## config.mk

```make
export PLATFORM = sky130hd
export DESIGN_NAME = nanov_periph_hub
export DESIGN_NICKNAME = d
export VERILOG_FILES = /design/src/rtl/nanov_periph_hub.sv
export SDC_FILE = /design/constraint.sdc
export NUM_CORES = 1
export LEC_CHECK = 0
export ABC_CLOCK_PERIOD_IN_PS = 4150
export BUFFER_PORTS_ARGS = -buffer_cell sky130_fd_sc_hd__buf_2
export CELL_PAD_IN_SITES_DETAIL_PLACEMENT = 1
export CELL_PAD_IN_SITES_GLOBAL_PLACEMENT = 2
export CORE_ASPECT_RATIO = 1.25
export CORE_MARGIN = 4
export CORE_UTILIZATION = 36
export CTS_CLUSTER_DIAMETER = 40
export DETAILED_ROUTE_END_ITERATION = 8
export GPL_TIMING_DRIVEN = 0
export PLACE_DENSITY = 0.82
export SLEW_MARGIN = 20
export SYNTH_ARGS = -nofsm -noshare
export SYNTH_HDL_FRONTEND = slang
export SYNTH_SLANG_ARGS = --single-unit
```

## constraint.sdc

```tcl
create_clock -name clk -period 4.15 [get_ports clk]
set_clock_uncertainty 0.15 [all_clocks]
set_input_delay 0 -clock clk [delete_from_list [all_inputs] [get_ports clk]]
set_output_delay 0 -clock clk [all_outputs]
set_load 0.005 [all_outputs]
```

## src/rtl/nanov_periph_hub.sv

```systemverilog
// nanoV peripheral hub: GPIO bank, UART TX FIFO with drain FSM, RX pop, status.
// Define NANOV_PERIPH_TIMER_EN to build the 32-bit cycle timer with compare flag.
module nanov_periph_hub #(
    parameter int          NUM_GPIO      = 8,
    parameter int          TX_FIFO_DEPTH = 4,
    parameter logic [31:0] BASE_ADDR     = 32'h1000_0000
) (
    input  logic                clk,
    input  logic                rst_n,
    input  logic [31:0]         bus_wdata,
    input  logic                bus_addr_strobe,
    input  logic                bus_write,
    input  logic                bus_data_strobe,
    output logic [31:0]         bus_rdata,
    input  logic [NUM_GPIO-1:0] gpio_in,
    output logic [NUM_GPIO-1:0] gpio_out,
    output logic [NUM_GPIO-1:0] gpio_oe,
    output logic                uart_tx_start,
    output logic [7:0]          uart_tx_data,
    input  logic                uart_tx_busy,
    input  logic [7:0]          uart_rx_data,
    input  logic                uart_rx_valid,
    output logic                uart_rx_read,
    output logic                timer_irq
);
    localparam int AW = $clog2(TX_FIFO_DEPTH);
    localparam int CW = AW + 1;
    localparam int S_GPIO = 0, S_OE = 1, S_DATA = 2, S_STAT = 3, S_TMR = 4, S_CMP = 5;

    typedef enum logic {TX_IDLE, TX_HOLD} tx_state_t;

    // Bus protocol: an addr strobe latches a one-hot register select and the
    // write flag; each later data strobe acts on that select until the next
    // addr strobe. No backpressure: every strobe completes in its own cycle.
    logic [5:0]  sel, sel_next;
    logic        wr_flag;
    logic [31:0] wdata_rev;

    always_comb begin
        sel_next = '0;
        if (bus_wdata[31:5] == BASE_ADDR[31:5]) begin
            case (bus_wdata[4:0])
                5'h00:   sel_next[S_GPIO] = 1'b1;
                5'h04:   sel_next[S_OE]   = 1'b1;
                5'h10:   sel_next[S_DATA] = 1'b1;
                5'h14:   sel_next[S_STAT] = 1'b1;
                5'h18:   sel_next[S_TMR]  = 1'b1;
                5'h1C:   sel_next[S_CMP]  = 1'b1;
                default: sel_next = '0;
            endcase
        end
    end

    always_comb begin
        wdata_rev = '0;
        for (int i = 0; i < 32; i++) wdata_rev[i] = bus_wdata[31-i];
    end

    always_ff @(posedge clk or negedge rst_n) begin
        if (!rst_n) begin
            sel     <= '0;
            wr_flag <= 1'b0;
        end else if (bus_addr_strobe) begin
            sel     <= sel_next;
            wr_flag <= bus_write;
        end
    end

    logic do_wr, wr_gpio, wr_oe, wr_data, wr_stat;
    assign do_wr        = bus_data_strobe & wr_flag;
    assign wr_gpio      = do_wr & sel[S_GPIO];
    assign wr_oe        = do_wr & sel[S_OE];
    assign wr_data      = do_wr & sel[S_DATA];
    assign wr_stat      = do_wr & sel[S_STAT];
    assign uart_rx_read = bus_data_strobe & ~wr_flag & sel[S_DATA];

    logic [NUM_GPIO-1:0] sync1, sync2;

    always_ff @(posedge clk or negedge rst_n) begin
        if (!rst_n) begin
            gpio_out <= '0;
            gpio_oe  <= '0;
            sync1    <= '0;
            sync2    <= '0;
        end else begin
            sync1 <= gpio_in;
            sync2 <= sync1;
            if (wr_gpio) gpio_out <= wdata_rev[NUM_GPIO-1:0];
            if (wr_oe)   gpio_oe  <= wdata_rev[NUM_GPIO-1:0];
        end
    end

    logic [7:0]    mem [TX_FIFO_DEPTH];
    logic [AW-1:0] wr_ptr, rd_ptr;
    logic [CW-1:0] count;
    logic          ovf, full, empty, push, pop;
    tx_state_t     tx_state;

    assign full  = (count == CW'(TX_FIFO_DEPTH));
    assign empty = (count == '0);
    assign pop   = (tx_state == TX_IDLE) & ~empty & ~uart_tx_busy;
    // A full FIFO still accepts a byte when the drain pops in the same cycle.
    assign push  = wr_data & (~full | pop);

    always_ff @(posedge clk or negedge rst_n) begin
        if (!rst_n) begin
            for (int i = 0; i < TX_FIFO_DEPTH; i++) mem[i] <= '0;
            wr_ptr <= '0;
            rd_ptr <= '0;
            count  <= '0;
            ovf    <= 1'b0;
        end else begin
            if (push) begin
                mem[wr_ptr] <= wdata_rev[7:0];
                wr_ptr      <= wr_ptr + AW'(1);
            end
            if (pop) rd_ptr <= rd_ptr + AW'(1);
            case ({push, pop})
                2'b10:   count <= count + CW'(1);
                2'b01:   count <= count - CW'(1);
                default: count <= count;
            endcase
            if (wr_data & full & ~pop)      ovf <= 1'b1;
            else if (wr_stat & wdata_rev[3]) ovf <= 1'b0;
        end
    end

    // HOLD gives uart_tx one cycle to raise busy before the next start.
    always_ff @(posedge clk or negedge rst_n) begin
        if (!rst_n) begin
            tx_state      <= TX_IDLE;
            uart_tx_start <= 1'b0;
            uart_tx_data  <= '0;
        end else begin
            uart_tx_start <= 1'b0;
            case (tx_state)
                TX_IDLE: begin
                    if (pop) begin
                        uart_tx_start <= 1'b1;
                        uart_tx_data  <= mem[rd_ptr];
                        tx_state      <= TX_HOLD;
                    end
                end
                default: tx_state <= TX_IDLE;
            endcase
        end
    end

    logic [31:0] timer_rd, cmp_rd;
`ifdef NANOV_PERIPH_TIMER_EN
    logic [31:0] timer, timer_cmp;
    logic        irq;
    logic        wr_tmr, wr_cmp;
    assign wr_tmr = do_wr & sel[S_TMR];
    assign wr_cmp = do_wr & sel[S_CMP];

    always_ff @(posedge clk or negedge rst_n) begin
        if (!rst_n) begin
            timer     <= '0;
            timer_cmp <= '0;
            irq       <= 1'b0;
        end else begin
            timer <= wr_tmr ? wdata_rev : timer + 32'd1;
            if (wr_cmp) timer_cmp <= wdata_rev;
            irq <= wr_cmp ? 1'b0 : (irq | (timer == timer_cmp));
        end
    end
    assign timer_irq = irq;
    assign timer_rd  = timer;
    assign cmp_rd    = timer_cmp;
`else
    assign timer_irq = 1'b0;
    assign timer_rd  = '0;
    assign cmp_rd    = '0;
`endif

    logic [31:0] gpio_rd, oe_rd, stat_rd;
    always_comb begin
        gpio_rd = '0;
        oe_rd   = '0;
        stat_rd = '0;
        gpio_rd[NUM_GPIO-1:0] = sync2;
        oe_rd[NUM_GPIO-1:0]   = gpio_oe;
        stat_rd[0]      = full;
        stat_rd[1]      = uart_rx_valid;
        stat_rd[2]      = empty;
        stat_rd[3]      = ovf;
        stat_rd[8 +: CW] = count;
    end

    always_comb begin
        bus_rdata = '0;
        if (sel[S_GPIO]) bus_rdata = gpio_rd;
        if (sel[S_OE])   bus_rdata = oe_rd;
        if (sel[S_DATA]) bus_rdata = {24'd0, uart_rx_data};
        if (sel[S_STAT]) bus_rdata = stat_rd;
        if (sel[S_TMR])  bus_rdata = timer_rd;
        if (sel[S_CMP])  bus_rdata = cmp_rd;
    end

    logic unused_bits;
    assign unused_bits = ^{wdata_rev, sel};
endmodule

```

==> reports/qor.yml, run 1 <==
setup_path:
  cp.arrival_ns: 3.06
  end_kind: "flop"
  path_max_fanout: 7
  required_ns: 4.27
  worstSetupPathType: "input pin to flop"
  start_kind: "input pin"
timing:
  setup_viol: 0
  max_freq_ghz: 0.340
  max_slew_margin_pct: 31.3
  period_share_pct: 70.8
  setup_tns_ns: 0
  max_slew.worst_pin.slew_ns: 1.02
  setup_ws_ns: 1.21
  rsz0062_at_grt: "false"
  finalHoldViolations: 0
  timing_max_transition_violations_final: 0
  period_needed_ns: 2.94
die:
  die_y_microns: 125
  ios: 114
  start_util_pct: 37.2
  die_x_microns: 102
  coreArea_sq_um: 10700
  dieArea_sq_um: 12800
  num_rows: 42
cells_and_area:
  final_cell_mix: "buf_2 (90), dfrtp_1 (88), mux2_2 (48)"
  drive_gt1_share_pct: 41.8
  fillers: 1152
  nNetsFinal: 525
  seqCellArea_sq_um: 2200
  multiInputGateArea_sq_um: 1600
  final_common_cell: "buf_2"
  diodes: 0
  area_delta_synth_final_pct: 34.7
cts:
  h-tree-depth: 3
  clkSinkCount: 88
  clockRootBuffer: "clkbuf_16"
  clk_pin_slew_ns: 0.06
  cts_buffers: 9
  ctsHoldBuffers: 36
  cts_tree: "built"
  cts_setup_buffers: 0
  clockBufferDepth: 2
  clock_latency_ns: 0.33
  cts_resized: 0
placed_design:
  portBuffers: 90
  dp_slack_ns: 1.64
  hpwl_microns: 7420
  routabilityCongestion: 0.736
grt:
  grt_antenna_before_repair: 0
  track_usage_pct: 16.9
  grt_overflow_total: 0
  grt_first_pass_wirelength_microns: 16700
  grt_max_degree: 51
  grt_pass1_vias: 3134
synthesis:
  async_reset_ff_share_pct: 100
  ys_seq_area_share_pct: 55.5
  synthCells: 305
  ys.flop_type: "dfrtp_1"
  synth-edff-count: 0
  synthDistinctLibCells: 46
  syn_area_sq_um: 3970
  ys_warn_count: 0
  ys_seq_elements: 88
  syn_avg_cell_area_sq_um: 13.0
pwr:
  power-per-cell-area_nw_per_um2: 396
  peakVddDrop_uv: 249
  p_comb_share_pct: 16.7
  switching_share_pct: 26.0
  intPower_w: 0.00157
  p_clk_share_pct: 37.9
  p_leak_nw: 2.79
  pwr-share-seq_pct: 45.4
  power.switching_w: 0.000550
drt:
  vias: 2902
  finalWirelength_microns: 10400
  vias_per_cell: 4.83
  wire_per_inst_microns: 17.3
  first_iter_violations: 65
  drcViolationCount: 0
  firstDrtPassIters: 4
  postRouteAntennaNets: 0
run_status:
  outcome: "completed"
flow_run:
  drv_cap: 0
hold_path:
  hold_path.class: "input pin to flop"
[cells by family after synthesis]
logic type | after synthesis | share of synthesized area, %
compound gates | 29 | 6.34
xor+xnor | 6 | 1.32
fa+ha+maj | 6 | 2.08
buf+inv | 44 | 6.27
flops | 88 | 55.5
mux | 58 | 18.7
other cells | 1 | 0.0945
simple gates | 73 | 9.71
[layer usage]
layer	vias up	track usage (%)	part of all wire [%]
met5	-	0	0
li1	1355	-	-
met2	66	29.8	54
met1	1475	21.1	40
met3	6	3.34	4.8
met4	0	4.40	1.1
[worst paths after layout]
kind / start / endpoint / slack [ns] / cells after the start
setup / recovery: bus_wdata[26] / sel[1]$_DFFE_PN0P_ / 1.21 / 8
hold / removal: bus_wdata[14] / sel[2]$_DFFE_PN0P_ / 0.03 / 5
setup reg to reg: tx_state$_DFF_PN0_ / count[2]$_DFFE_PN0P_ / 1.65 / 9
hold reg to reg: sync1[4]$_DFF_PN0_ / sync2[4]$_DFF_PN0_ / 0.20 / 0
max in group asynchronous: rst_n / rd_ptr[0]$_DFFE_PN0P_ / 3.12 / 3
min in group asynchronous: rst_n / sync1[5]$_DFF_PN0_ / 0.10 / 2
[metrics by stage]
step / util [%] / instance area (sq um) / hold WS (ns) / std cells / total power (W)
after floorplan: - / 4050 / -0.446 / 326 / 0.00118
after global placement: 43.7 / 4660 / -0.0389 / 548 / 0.00130
after detailed placement: 43.9 / 4690 / -0.0768 / 549 / 0.00131
after CTS: 50.1 / 5350 / 0.0220 / 601 / 0.00214
after global routing: 50.1 / 5350 / 0.0590 / 601 / 0.00223
final: 50.1 / 5350 / 0.0305 / 601 / 0.00212
[worst max-delay path, stage by stage]
cell,delay [ns]
dlygate4sd3_1,0.52
buf_2,0.17
or4_4,0.50
nor4_4,0.38
nand3_1,0.11
dlygate4sd3_1,0.60
o22ai_1,0.17
dlygate4sd3_1,0.59
[final cells by class]
type	count	area share, %
plain buffers	30	3.67
multi-input cells	194	29.9
inverters	14	0.983
well taps	132	3.09
flip-flops and latches	88	41.2
clock buffers	12	4.61
clock inverters	4	1.01
repair buffers	127	15.6
[power groups by stage]
| stage | combinational [W] | sequential, W | clock (W) |
|---|---|---|---|
| 2_1_floorplan | 0.000215 | 0.000966 | 0 |
| 3_3_place_gp | 0.000323 | 0.000972 | 0 |
| 3_5_place_dp | 0.000336 | 0.000976 | 0 |
| 4_1_cts | 0.000360 | 0.000960 | 0.000824 |
| 5_1_grt | 0.000399 | 0.000968 | 0.000862 |
| 6_report | 0.000353 | 0.000960 | 0.000803 |
[sequential cells by signal (all words and copies together) (netlist names)]
| signal | flops |
|---|---|
| count | 3 |
| gpio_oe | 8 |
| gpio_out | 8 |
| mem | 32 |
| ovf | 1 |
| rd_ptr | 2 |
| sel | 6 |
| sync1 | 8 |
| sync2 | 8 |
| tx_state | 1 |
| uart_tx_data | 8 |
| wr_flag | 1 |
| wr_ptr | 2 |
[synth_stat cells, types with 4 or more instances]
master / instances / share of area (%)
xnor2_1: 4 / 0.88
clkbuf_1: 6 / 0.57
buf_4: 22 / 4.2
o211a_1: 4 / 1.0
o22ai_1: 4 / 0.63
a22oi_1: 4 / 0.76
nor3_1: 5 / 0.63
nand2_1: 35 / 3.3
ha_1: 5 / 1.6
mux4_2: 8 / 4.5
o21ai_0: 6 / 0.76
inv_1: 13 / 1.2
nor2_1: 4 / 0.38
nand2_2: 4 / 0.63
mux2_2: 48 / 14
nand3_1: 5 / 0.63
dfrtp_1: 88 / 55
a22o_1: 4 / 0.88
Power figures use the tool's default switching activity.
==> run 2, diff against run 1 <==
- ABC_CLOCK_PERIOD_IN_PS: 4150 -> 2800
- CORE_UTILIZATION: 36 -> 34
- PLACE_DENSITY: 0.82 -> 0.78
- clock period: 4.15 -> 2.8 ns (I/O delays scaled with it)
==> run 2 against run 1 <==
Effect of this change: cell count increased by 0.67%; final area increased by 0.89%; power up 50%; global-route usage about the same; clock power increased by 54%; routed wire length increased by 4.0%; non-clock buffer count up 1; utilization down 2.1 points; worst hold slack worse by 0.025 ns; register-to-register slack got worse by 1.4 ns; die area up 5.5%; combinational power is 48% higher; critical endpoint unchanged; largest cell class unchanged.
==> reports/qor.yml, run 2 (same netlist as run 1, synthesis figures left out) <==
drt:
  wl_met3_microns: 486  # -1.8%
  met1_length_microns: 4310  # +3.6%
  firstDrtPassIters: 4  # unchanged
  wire_per_inst_microns: 17.8  # +3.4%
  vias_per_cell: 4.81  # -0.32%
  met2RoutedLength_microns: 5700  # +1.7%
  vias: 2912  # +0.34%
  top_layer: "met4"
  first_iter_violations: 69  # +6.2%
  finalWirelength_microns: 10800  # +4.0%
  postRouteAntennaNets: 0  # unchanged
  drcViolationCount: 0  # unchanged
grt:
  grt_overflow_total: 0  # unchanged
  grt_first_pass_wirelength_microns: 17500  # +5.0%
  grt_pass1_vias: 3282  # +4.7%
  grt_max_degree: 56  # +9.8%
  track_usage_pct: 17.0  # about the same
  grt_antenna_before_repair: 0  # unchanged
cts:
  cts_tree: "built"
  h-tree-depth: 3  # unchanged
  clk_pin_slew_ns: 0.07  # about the same
  clock_latency_ns: 0.34  # about the same
  clkSinkCount: 88  # unchanged
  clockRootBuffer: "clkbuf_16"
  cts_buffers: 9  # unchanged
  clockBufferDepth: 2  # unchanged
setup_path:
  crit-reg2reg-launch: "tx_state$_DFF_PN0_"
  crit_family: "buffers and inverters"
  r2r_end: "count[2]$_DFFE_PN0P_"
  cpMostUsedCell: "dlygate4sd3_1"
  start_kind: "input pin"
  path_depth: 8  # unchanged
  end_kind: "flop"
  crit_slowest_cell: "dlygate4sd3_1"
  critical-path-max-stage-delay_ns: 0.62  # +0.02 ns
  worstPathBufferInverterCount: 5  # +1
  required_ns: 2.92  # -1.35 ns
  crit_end: "sel[1]$_DFFE_PN0P_"
  worstSetupPathType: "input pin to flop"
  cp.arrival_ns: 2.84  # -0.22 ns
  rr_worst_depth: 9  # unchanged
  r2r_setup_slack_ns: 0.26  # -1.39 ns
  crit_start: "bus_wdata[19]"
  path_max_fanout: 2  # -5
  crit_chain: "dlygate4sd3_1 > buf_2 > nor3_2 > dlygate4sd3_1 > nand4_1 > dlygate4sd3_1 > o22ai_1 > dlygate4sd3_1"
timing:
  rsz0062_at_grt: "false"
  finalHoldViolations: 0  # unchanged
  timing_max_transition_violations_final: 0  # unchanged
  max_slew_margin_pct: 30.1  # -1.2 points
  period_share_pct: 97.2
  setup_tns_ns: 0  # unchanged
  period_needed_ns: 2.72
  max_freq_ghz: 0.368
  setup_viol: 0  # unchanged
  max_slew.worst_pin.slew_ns: 1.04  # +0.0182 ns
  whs_ns: 0.00585  # -0.0246 ns
cells_and_area:
  fillers: 1209  # +4.9%
  nNetsFinal: 526  # +0.19%
  drive_gt1_share_pct: 42.6  # +0.76 points
  final_cell_mix: "buf_2 (90), dfrtp_1 (88), mux2_2 (48)"
  largest_register: "mem"
  utilization_pct: 48.0  # -2.1 points
  diodes: 0  # unchanged
  largest_register_ffs: 32  # unchanged
  area_delta_synth_final_pct: 35.9
  final_common_cell: "buf_2"
placed_design:
  hpwl_microns: 7670  # +3.3%
  routabilityCongestion: 0.747  # +1.5%
  portBuffers: 90  # unchanged
pwr:
  power-per-cell-area_nw_per_um2: 590  # +49%
  peakVddDrop_uv: 370  # +48%
  p_leak_nw: 2.81  # +0.75%
hold_path:
  hold_path.class: "input pin to asynchronous set/reset pin"
die:
  die_y_microns: 129  # +2.7%
  coreArea_sq_um: 11200  # +5.4%
  num_rows: 43  # +2.4%
  start_util_pct: 35.3  # -1.9 points
  die_x_microns: 105  # +2.7%
  ios: 114  # unchanged
  dieArea_sq_um: 13500  # +5.5%
flow_run:
  drv_cap: 0  # unchanged
run_status:
  outcome: "completed"
==> run 2: timing repair <==
item / 4_1_cts / 5_1_grt
setup buffers: 0 / 0
hold endpoints to repair: 152 / 0
resized for setup: 0 / 2
setup endpoints to repair: 0 / 3
hold buffers: 38 / 0
==> run 2: per-layer routing <==
metal | GRT usage (%) | vias up
li1 | - | 1358
met1 | 19.7 | 1458
met2 | 30.2 | 79
met3 | 3.96 | 17
met4 | 7.10 | 0
met5 | 0 | -
==> run 2: power by group <==
group / switching [W] / total (W) / leakage (nW) / internal (W)
sequential: 0.0000618 / 0.00142 / 1.16 / 0.00136
clock: 0.000496 / 0.00124 / 0.148 / 0.000744
combinational: 0.000276 / 0.000523 / 1.50 / 0.000247
total: 0.000833 / 0.00318 / 2.81 / 0.00235
==> run 2: how the worst min path moves through the flow <==
stage                                 to    startpoint  cells past startpoint  slack, ns
detailed placement    sync2[4]$_DFF_PN0_         rst_n                      1      -0.16
global route          sync2[4]$_DFF_PN0_         rst_n                      2       0.04
finish                sync1[4]$_DFF_PN0_         rst_n                      2      0.006
floorplan           count[0]$_DFFE_PN0P_         rst_n                      0      -0.45
global placement      sync1[6]$_DFF_PN0_    gpio_in[6]                      1      -0.04
CTS                      ovf$_DFFE_PN0P_  uart_tx_busy                      4     0.0009
==> run 2: stage by stage <==
stage	area [sq um]	total power, W	instances	setup slack, ns
after floorplan	4050	0.00175	326	0.464
after global routing	5390	0.00336	605	0.0309
after global placement	4670	0.00192	551	0.332
final	5390	0.00318	605	0.0794
after detailed placement	4700	0.00194	552	0.273
after CTS	5390	0.00322	606	0.0277
==> run 2: layout make-up <==
class	instances	area, sq um	share of cell area, %
Timing Repair Buffer	128	851	15.8
Clock inverter	5	62.6	1.16
Buffer	30	196	3.64
Multi-Input combinational cell	194	1610	29.8
Inverter	14	52.6	0.974
Clock buffer	11	253	4.69
Sequential cell	88	2200	40.8
Tap cell	135	169	3.13
==> run 2: worst reg2reg max path: stages, from the launching register on <==
cell and delay (ns):
dfrtp_1 0.37, or2_2 0.35, or2_2 0.31, clkinv_1 0.18, ha_1 0.22, inv_1 0.06, fa_1 0.37, xor2_1 0.15
nor2_1 0.13, xor2_1 0.17
